--- src/rtl/usb_rx_pkg.sv ---
// rtl/usb_rx_pkg.sv - shared types and constants for the USB receive byte path
package usb_rx_pkg;

    typedef enum logic [1:0] {
        HUNT  = 2'd0,
        DATA  = 2'd1,
        DRAIN = 2'd2
    } rx_asm_state_t;

    localparam int USB_PID_W = 4;

    localparam logic [7:0] PID_OUT   = 8'hE1;
    localparam logic [7:0] PID_IN    = 8'h69;
    localparam logic [7:0] PID_SOF   = 8'hA5;
    localparam logic [7:0] PID_SETUP = 8'h2D;
    localparam logic [7:0] PID_DATA0 = 8'hC3;
    localparam logic [7:0] PID_DATA1 = 8'h4B;
    localparam logic [7:0] PID_ACK   = 8'hD2;
    localparam logic [7:0] PID_NAK   = 8'h5A;

endpackage

--- src/rtl/usb_rx_byte_assembler_if.sv ---
// rtl/usb_rx_byte_assembler_if.sv - bit stream in, framed byte stream out
interface usb_rx_byte_assembler_if #(
    parameter int LEN_W = 11
);
    logic             in_bit;
    logic             in_valid;
    logic             in_eop;
    logic [7:0]       out_byte;
    logic             out_byte_valid;
    logic             out_sop;
    logic             out_eop;
    logic [LEN_W-1:0] out_len;
    logic             out_pid_err;
    logic             out_err;

    modport master (
        output in_bit, in_valid, in_eop,
        input  out_byte, out_byte_valid, out_sop, out_eop, out_len, out_pid_err, out_err
    );

    modport slave (
        input  in_bit, in_valid, in_eop,
        output out_byte, out_byte_valid, out_sop, out_eop, out_len, out_pid_err, out_err
    );

endinterface

--- src/rtl/usb_rx_byte_assembler.sv ---
// rtl/usb_rx_byte_assembler.sv - SYNC hunt, LSB-first byte assembly, PID check and packet framing
module usb_rx_byte_assembler
    import usb_rx_pkg::*;
#(
    parameter int SYNC_MIN_ZEROS = 5,
    parameter int MAX_BYTES      = 1027,
    parameter int LEN_W          = $clog2(MAX_BYTES + 1)
) (
    input  logic                    clk,
    input  logic                    nRST,
    usb_rx_byte_assembler_if.slave  rx
);

    localparam int ZW = $clog2(SYNC_MIN_ZEROS + 1);

    rx_asm_state_t    state_q, state_d;
    logic [ZW-1:0]    zero_cnt_q, zero_cnt_d;
    logic [2:0]       bit_cnt_q, bit_cnt_d;
    logic [LEN_W-1:0] byte_cnt_q, byte_cnt_d;
    logic [7:0]       shift_q, shift_d;
    logic [7:0]       out_byte_q, out_byte_d;
    logic             out_byte_valid_q, out_byte_valid_d;
    logic             out_sop_q, out_sop_d;
    logic             out_eop_q, out_eop_d;
    logic [LEN_W-1:0] out_len_q, out_len_d;
    logic             out_pid_err_q, out_pid_err_d;
    logic             out_err_q, out_err_d;
    logic [7:0]       byte_next;

    // Right shift: the first bit on the wire ends up in bit 0
    assign byte_next = {rx.in_bit, shift_q[7:1]};

    always_ff @(posedge clk or negedge nRST) begin
        if (!nRST) begin
            state_q          <= HUNT;
            zero_cnt_q       <= '0;
            bit_cnt_q        <= '0;
            byte_cnt_q       <= '0;
            shift_q          <= '0;
            out_byte_q       <= '0;
            out_byte_valid_q <= 1'b0;
            out_sop_q        <= 1'b0;
            out_eop_q        <= 1'b0;
            out_len_q        <= '0;
            out_pid_err_q    <= 1'b0;
            out_err_q        <= 1'b0;
        end else begin
            state_q          <= state_d;
            zero_cnt_q       <= zero_cnt_d;
            bit_cnt_q        <= bit_cnt_d;
            byte_cnt_q       <= byte_cnt_d;
            shift_q          <= shift_d;
            out_byte_q       <= out_byte_d;
            out_byte_valid_q <= out_byte_valid_d;
            out_sop_q        <= out_sop_d;
            out_eop_q        <= out_eop_d;
            out_len_q        <= out_len_d;
            out_pid_err_q    <= out_pid_err_d;
            out_err_q        <= out_err_d;
        end
    end

    always_comb begin
        state_d          = state_q;
        zero_cnt_d       = zero_cnt_q;
        bit_cnt_d        = bit_cnt_q;
        byte_cnt_d       = byte_cnt_q;
        shift_d          = shift_q;
        out_byte_d       = out_byte_q;
        out_byte_valid_d = 1'b0;
        out_sop_d        = 1'b0;
        out_eop_d        = 1'b0;
        out_len_d        = out_len_q;
        out_pid_err_d    = out_pid_err_q;
        out_err_d        = out_err_q;

        case (state_q)
            HUNT: begin
                if (rx.in_valid) begin
                    if (!rx.in_bit) begin
                        if (zero_cnt_q != ZW'(SYNC_MIN_ZEROS)) begin
                            zero_cnt_d = zero_cnt_q + ZW'(1);
                        end
                    end else if (zero_cnt_q == ZW'(SYNC_MIN_ZEROS)) begin
                        state_d       = DATA;
                        out_sop_d     = 1'b1;
                        zero_cnt_d    = '0;
                        bit_cnt_d     = '0;
                        byte_cnt_d    = '0;
                        out_pid_err_d = 1'b0;
                        out_err_d     = 1'b0;
                    end else begin
                        zero_cnt_d = '0;
                    end
                end
            end

            DATA, DRAIN: begin
                // EOP takes priority over a bit arriving in the same cycle
                if (rx.in_eop) begin
                    state_d    = HUNT;
                    out_eop_d  = 1'b1;
                    out_len_d  = byte_cnt_q;
                    out_err_d  = out_err_q || (bit_cnt_q != 3'd0) || (byte_cnt_q == '0);
                    zero_cnt_d = '0;
                    bit_cnt_d  = '0;
                end else if (rx.in_valid && (state_q == DATA)) begin
                    shift_d   = byte_next;
                    bit_cnt_d = bit_cnt_q + 3'd1;
                    if (bit_cnt_q == 3'd7) begin
                        if (byte_cnt_q == LEN_W'(MAX_BYTES)) begin
                            state_d   = DRAIN;
                            out_err_d = 1'b1;
                        end else begin
                            out_byte_d       = byte_next;
                            out_byte_valid_d = 1'b1;
                            byte_cnt_d       = byte_cnt_q + LEN_W'(1);
                            if (byte_cnt_q == '0) begin
                                out_pid_err_d = (byte_next[7:USB_PID_W] != ~byte_next[USB_PID_W-1:0]);
                            end
                        end
                    end
                end
            end

            default: state_d = HUNT;
        endcase
    end

    assign rx.out_byte       = out_byte_q;
    assign rx.out_byte_valid = out_byte_valid_q;
    assign rx.out_sop        = out_sop_q;
    assign rx.out_eop        = out_eop_q;
    assign rx.out_len        = out_len_q;
    assign rx.out_pid_err    = out_pid_err_q;
    assign rx.out_err        = out_err_q;

endmodule

--- src/flat_wrapper.sv ---
// flat-port wrapper written by rule: the top's interface ports become plain ports
module usb_rx_byte_assembler_flat import usb_rx_pkg::*;
#(
    parameter int SYNC_MIN_ZEROS = 5,
    parameter int MAX_BYTES      = 1027,
    parameter int LEN_W          = $clog2(MAX_BYTES + 1)
)
  (clk, nRST, rx_in_bit, rx_in_valid, rx_in_eop, rx_out_byte, rx_out_byte_valid, rx_out_sop, rx_out_eop, rx_out_len, rx_out_pid_err, rx_out_err);
  usb_rx_byte_assembler_if #(.LEN_W(LEN_W)) rx_i ();
  input  logic clk;
  input  logic nRST;
  input wire logic [$bits(rx_i.in_bit)-1:0] rx_in_bit;
  input wire logic [$bits(rx_i.in_valid)-1:0] rx_in_valid;
  input wire logic [$bits(rx_i.in_eop)-1:0] rx_in_eop;
  output wire logic [$bits(rx_i.out_byte)-1:0] rx_out_byte;
  output wire logic [$bits(rx_i.out_byte_valid)-1:0] rx_out_byte_valid;
  output wire logic [$bits(rx_i.out_sop)-1:0] rx_out_sop;
  output wire logic [$bits(rx_i.out_eop)-1:0] rx_out_eop;
  output wire logic [$bits(rx_i.out_len)-1:0] rx_out_len;
  output wire logic [$bits(rx_i.out_pid_err)-1:0] rx_out_pid_err;
  output wire logic [$bits(rx_i.out_err)-1:0] rx_out_err;
  assign rx_i.in_bit = rx_in_bit;
  assign rx_i.in_valid = rx_in_valid;
  assign rx_i.in_eop = rx_in_eop;
  assign rx_out_byte = rx_i.out_byte;
  assign rx_out_byte_valid = rx_i.out_byte_valid;
  assign rx_out_sop = rx_i.out_sop;
  assign rx_out_eop = rx_i.out_eop;
  assign rx_out_len = rx_i.out_len;
  assign rx_out_pid_err = rx_i.out_pid_err;
  assign rx_out_err = rx_i.out_err;
  usb_rx_byte_assembler #(.SYNC_MIN_ZEROS(SYNC_MIN_ZEROS), .MAX_BYTES(MAX_BYTES), .LEN_W(LEN_W)) u_core (.clk(clk), .nRST(nRST), .rx(rx_i));
endmodule
--- config.mk ---
export PLATFORM = sky130hd
export DESIGN_NAME = usb_rx_byte_assembler_flat
export DESIGN_NICKNAME = d
export VERILOG_FILES = /design/src/rtl/usb_rx_pkg.sv /design/src/rtl/usb_rx_byte_assembler_if.sv /design/src/rtl/usb_rx_byte_assembler.sv /design/src/flat_wrapper.sv
export SDC_FILE = /design/constraint.sdc
export NUM_CORES = 1
export LEC_CHECK = 0
export CAP_MARGIN = 20
export CORE_MARGIN = 3
export CORE_UTILIZATION = 35
export DETAILED_ROUTE_END_ITERATION = 8
export HOLD_SLACK_MARGIN = 0.12
export PLACE_DENSITY_LB_ADDON = 0.05
export SLEW_MARGIN = 30
export SYNTH_ARGS = -nofsm -noshare
export SYNTH_HDL_FRONTEND = slang
export SYNTH_SLANG_ARGS = --single-unit
--- constraint.sdc ---
create_clock -name clk -period 4.66 [get_ports clk]
set_input_delay 0.466 -clock clk [delete_from_list [all_inputs] [get_ports clk]]
set_output_delay 0.466 -clock clk [all_outputs]
set_load 0.02 [all_outputs]
==> metrics.txt <==
status finished, final reports clean; FF-to-FF Start u_core.state_q[0]$_DFFE_PN0P_; gr ovfl total 0; H-Tree Depth 2; Initial Util 0.369; Worst Hold Class in2async; FF+latch area roughly 1300 sq um; final hold viol count 0; drt first pass iters 4; DRT antenna net count 0; fraction of registers with async set/reset 1.00; diode count 0; Die Ht 91.8 um; Max-slew headroom 0.348; Peak VDD IR about 0.20 mV; Netlist cell types 43; Synth area leaders dfrtp_1 49%, mux2_2 12%, ha_1 4.9%, o211ai_1 3.2%, nand3_1 2.9%; CP required approximately 4.9 ns; DRT iter0 DRCs between 80 and 90; final wirelength between 5000 and 6000 um; Worst setup EP type flip-flop; dpl hpwl about 3800 um; Net Count, Synth ~250; fin crit period slightly below 3 ns; Slew @ Worst Pin between 0.9 and 1 ns; clk_lat worst skew ~0.30 ns; fmax about 340 MHz; GP Congestion ~0.8; M2 GR Usage 0.220; Final Power between 900 and 1000 uW; area share of the largest cell type after synthesis 0.486; floorplan row count 30; CP max FO 23; largest area contributor in the synthesized netlist dfrtp_1; post-route insts no fill 355; clock-pin slew on the worst setup and hold paths approximately 0.09 ns; DRC 0; worst hold slack approximately 0.26 ns; syn avg cell area around 11 sq um; P_leak between 0.001 and 0.0015 uW; # clock sinks 50; fraction of layout cells with a size suffix above 1 0.166; largest net degree at the start of global routing slightly above 50; synth warn 0; wire length per cell roughly 15 um; initial antenna violation count 0; met3 usage in global routing 0.0304; vias in the first global route 1844; die area 8430 sq um; MaxCap Viol Count 0; port bufs 28; CTS tree built; Setup-failing EPs final 0; RR Endpoint u_core.bit_cnt_q[0]$_DFFE_PN0P_; Seq/Total Area, Yosys 0.486; Vias between 1500 and 2000; RSZ-0062 raised after global routing no; Total GRT Usage 0.141; # fillers 692; GRT busiest layer met2; Critical Path AT roughly 3.2 ns; CTS resizes 0; I/O pin cnt 29; buffer levels on the longest clock path 2; setup repair bufs after CTS 0; routing usage on met1 0.198; synthesized flop and latch total 50; hold_buf cts 0; NumNets Final approximately 270; pwr dens roughly 320 nW/um^2; Fin Setup TNS 0 ns; Clock Tree Root clkbuf_8; Area Overhead vs Synth 18.2%; Crit Path Class reg2reg; reg2reg path depth 6; number of synthesized flops with an enable pin 0; fin. max-slew vios 0; footprint of the multi-input gates ~1200 sq um; Syn Inst Count 234; first-pass GRT wire length between 9000 and 10000 um; placed cells about 350; reg2reg setup slack between 1.5 and 2 ns; Tcrit/Tclk final 0.625; Die W 91.8 um; placeable core area 6980 sq um; DR vias/cell between 5 and 6; Num CTS Buffers 5; critical path launch point type flip-flop; Main synth FF type dfrtp_1; Post-Synthesis Cell Area 2580 sq um; skew final between 0.006 and 0.007 ns
==> Yosys cell counts, types with 2 or more instances <==
library cell	number
dfrtp_1	50
nand2b_1	2
nor3_1	6
or4_1	6
a22o_1	2
buf_2	3
mux2_2	27
o221ai_1	2
xor2_1	4
ha_1	10
nand4b_1	2
inv_1	13
or3_1	3
o311ai_0	5
a21oi_1	2
a31o_2	2
and3_1	2
nand2_1	19
o211ai_1	11
nand3_1	15
clkbuf_1	9
o21ai_0	8
nand4_1	5
and2_1	3
o41ai_1	5
==> cell type report <==
cell class / count / area share
clock buffers: 5 / 0.0226
clock inverters: 2 / 0.0127
inverters: 13 / 0.0160
multi-input cells: 158 / 0.401
flip-flops and latches: 50 / 0.411
well taps: 96 / 0.0394
repair buffers: 31 / 0.0978
==> per-stage QoR <==
stage	instance area [sq um]	setup slack, ns	util
floorplan	2580	2.53	-
global route	3050	1.42	0.436
detailed placement	2940	1.78	0.421
CTS	3050	1.74	0.436
global placement	2940	1.84	0.421
finish	3050	1.75	0.436
==> layer usage <==
layer / wire (um) / share of wire
met5: 0 / 0
met4: 72 / 0.013
met3: 178 / 0.032
met2: 2580 / 0.47
met1: 2660 / 0.48
==> power by group <==
group          internal (uW)  switching, uW
Combinational           76.3            122
Clock                    158            141
Sequential               454           13.8
Total                    689            277
==> worst max-delay path: stages (launching register included) <==
cell and delay [ns]:
dfrtp_1 0.39, inv_1 0.07, ha_1 0.73, nor2b_1 0.54, nand3_1 0.43, nor3b_1 0.47, mux2_2 0.23
==> cells in the final DEF, fill, tap and decap left out, drive strengths merged, types with 2 or more instances in the layout <==
| cell type | instances |
|---|---|
| ha | 10 |
| inv | 13 |
| o221ai | 2 |
| o311ai | 5 |
| nand2b | 2 |
| o21ai | 8 |
| clkdlybuf4s50 | 27 |
| nand2 | 19 |
| o211ai | 11 |
| and2 | 3 |
| or3 | 3 |
| nand4b | 2 |
| a21oi | 2 |
| dfrtp | 50 |
| nor3 | 7 |
| nand4 | 5 |
| buf | 4 |
| a22o | 2 |
| and3 | 2 |
| xor2 | 4 |
| nand3 | 16 |
| o41ai | 5 |
| a31o | 2 |
| mux2 | 27 |
| or4 | 7 |
| clkbuf | 5 |
==> state kept, by name, summed over array words and instances (netlist names) <==
| name | flops |
|---|---|
| u_core.bit_cnt_q | 3 |
| u_core.byte_cnt_q | 11 |
| u_core.rx.out_byte | 8 |
| u_core.rx.out_byte_valid | 1 |
| u_core.rx.out_eop | 1 |
| u_core.rx.out_err | 1 |
| u_core.rx.out_len | 11 |
| u_core.rx.out_pid_err | 1 |
| u_core.rx.out_sop | 1 |
| u_core.shift_q | 7 |
| u_core.state_q | 2 |
| u_core.zero_cnt_q | 3 |
==> logic make-up after synthesis <==
kind of cell	share of synthesized area
muxes	0.122
xor gates and xnor gates	0.0136
and+or+nand+nor	0.162
DFF	0.486
adders and majority gates	0.0486
buffers and inverters	0.0408
AOI/OAI and AO/OA	0.128
==> how the worst max path moves through the flow <==
| stage | from | endpoint | slack [ns] | cells after the start |
|---|---|---|---|---|
| after floorplan | u_core.byte_cnt_q[3]$_DFFE_PN0P_ | u_core.rx.out_byte[0]$_DFFE_PN0P_ | 2.53 | 6 |
| after global placement | u_core.state_q[0]$_DFFE_PN0P_ | u_core.bit_cnt_q[0]$_DFFE_PN0P_ | 1.84 | 6 |
| after detailed placement | u_core.state_q[0]$_DFFE_PN0P_ | u_core.bit_cnt_q[0]$_DFFE_PN0P_ | 1.78 | 6 |
| after CTS | u_core.state_q[0]$_DFFE_PN0P_ | u_core.bit_cnt_q[0]$_DFFE_PN0P_ | 1.74 | 6 |
| after global routing | u_core.state_q[0]$_DFFE_PN0P_ | u_core.bit_cnt_q[0]$_DFFE_PN0P_ | 1.42 | 6 |
| final | u_core.state_q[0]$_DFFE_PN0P_ | u_core.bit_cnt_q[0]$_DFFE_PN0P_ | 1.75 | 6 |
Note: power is estimated with default switching activity, not from simulation.
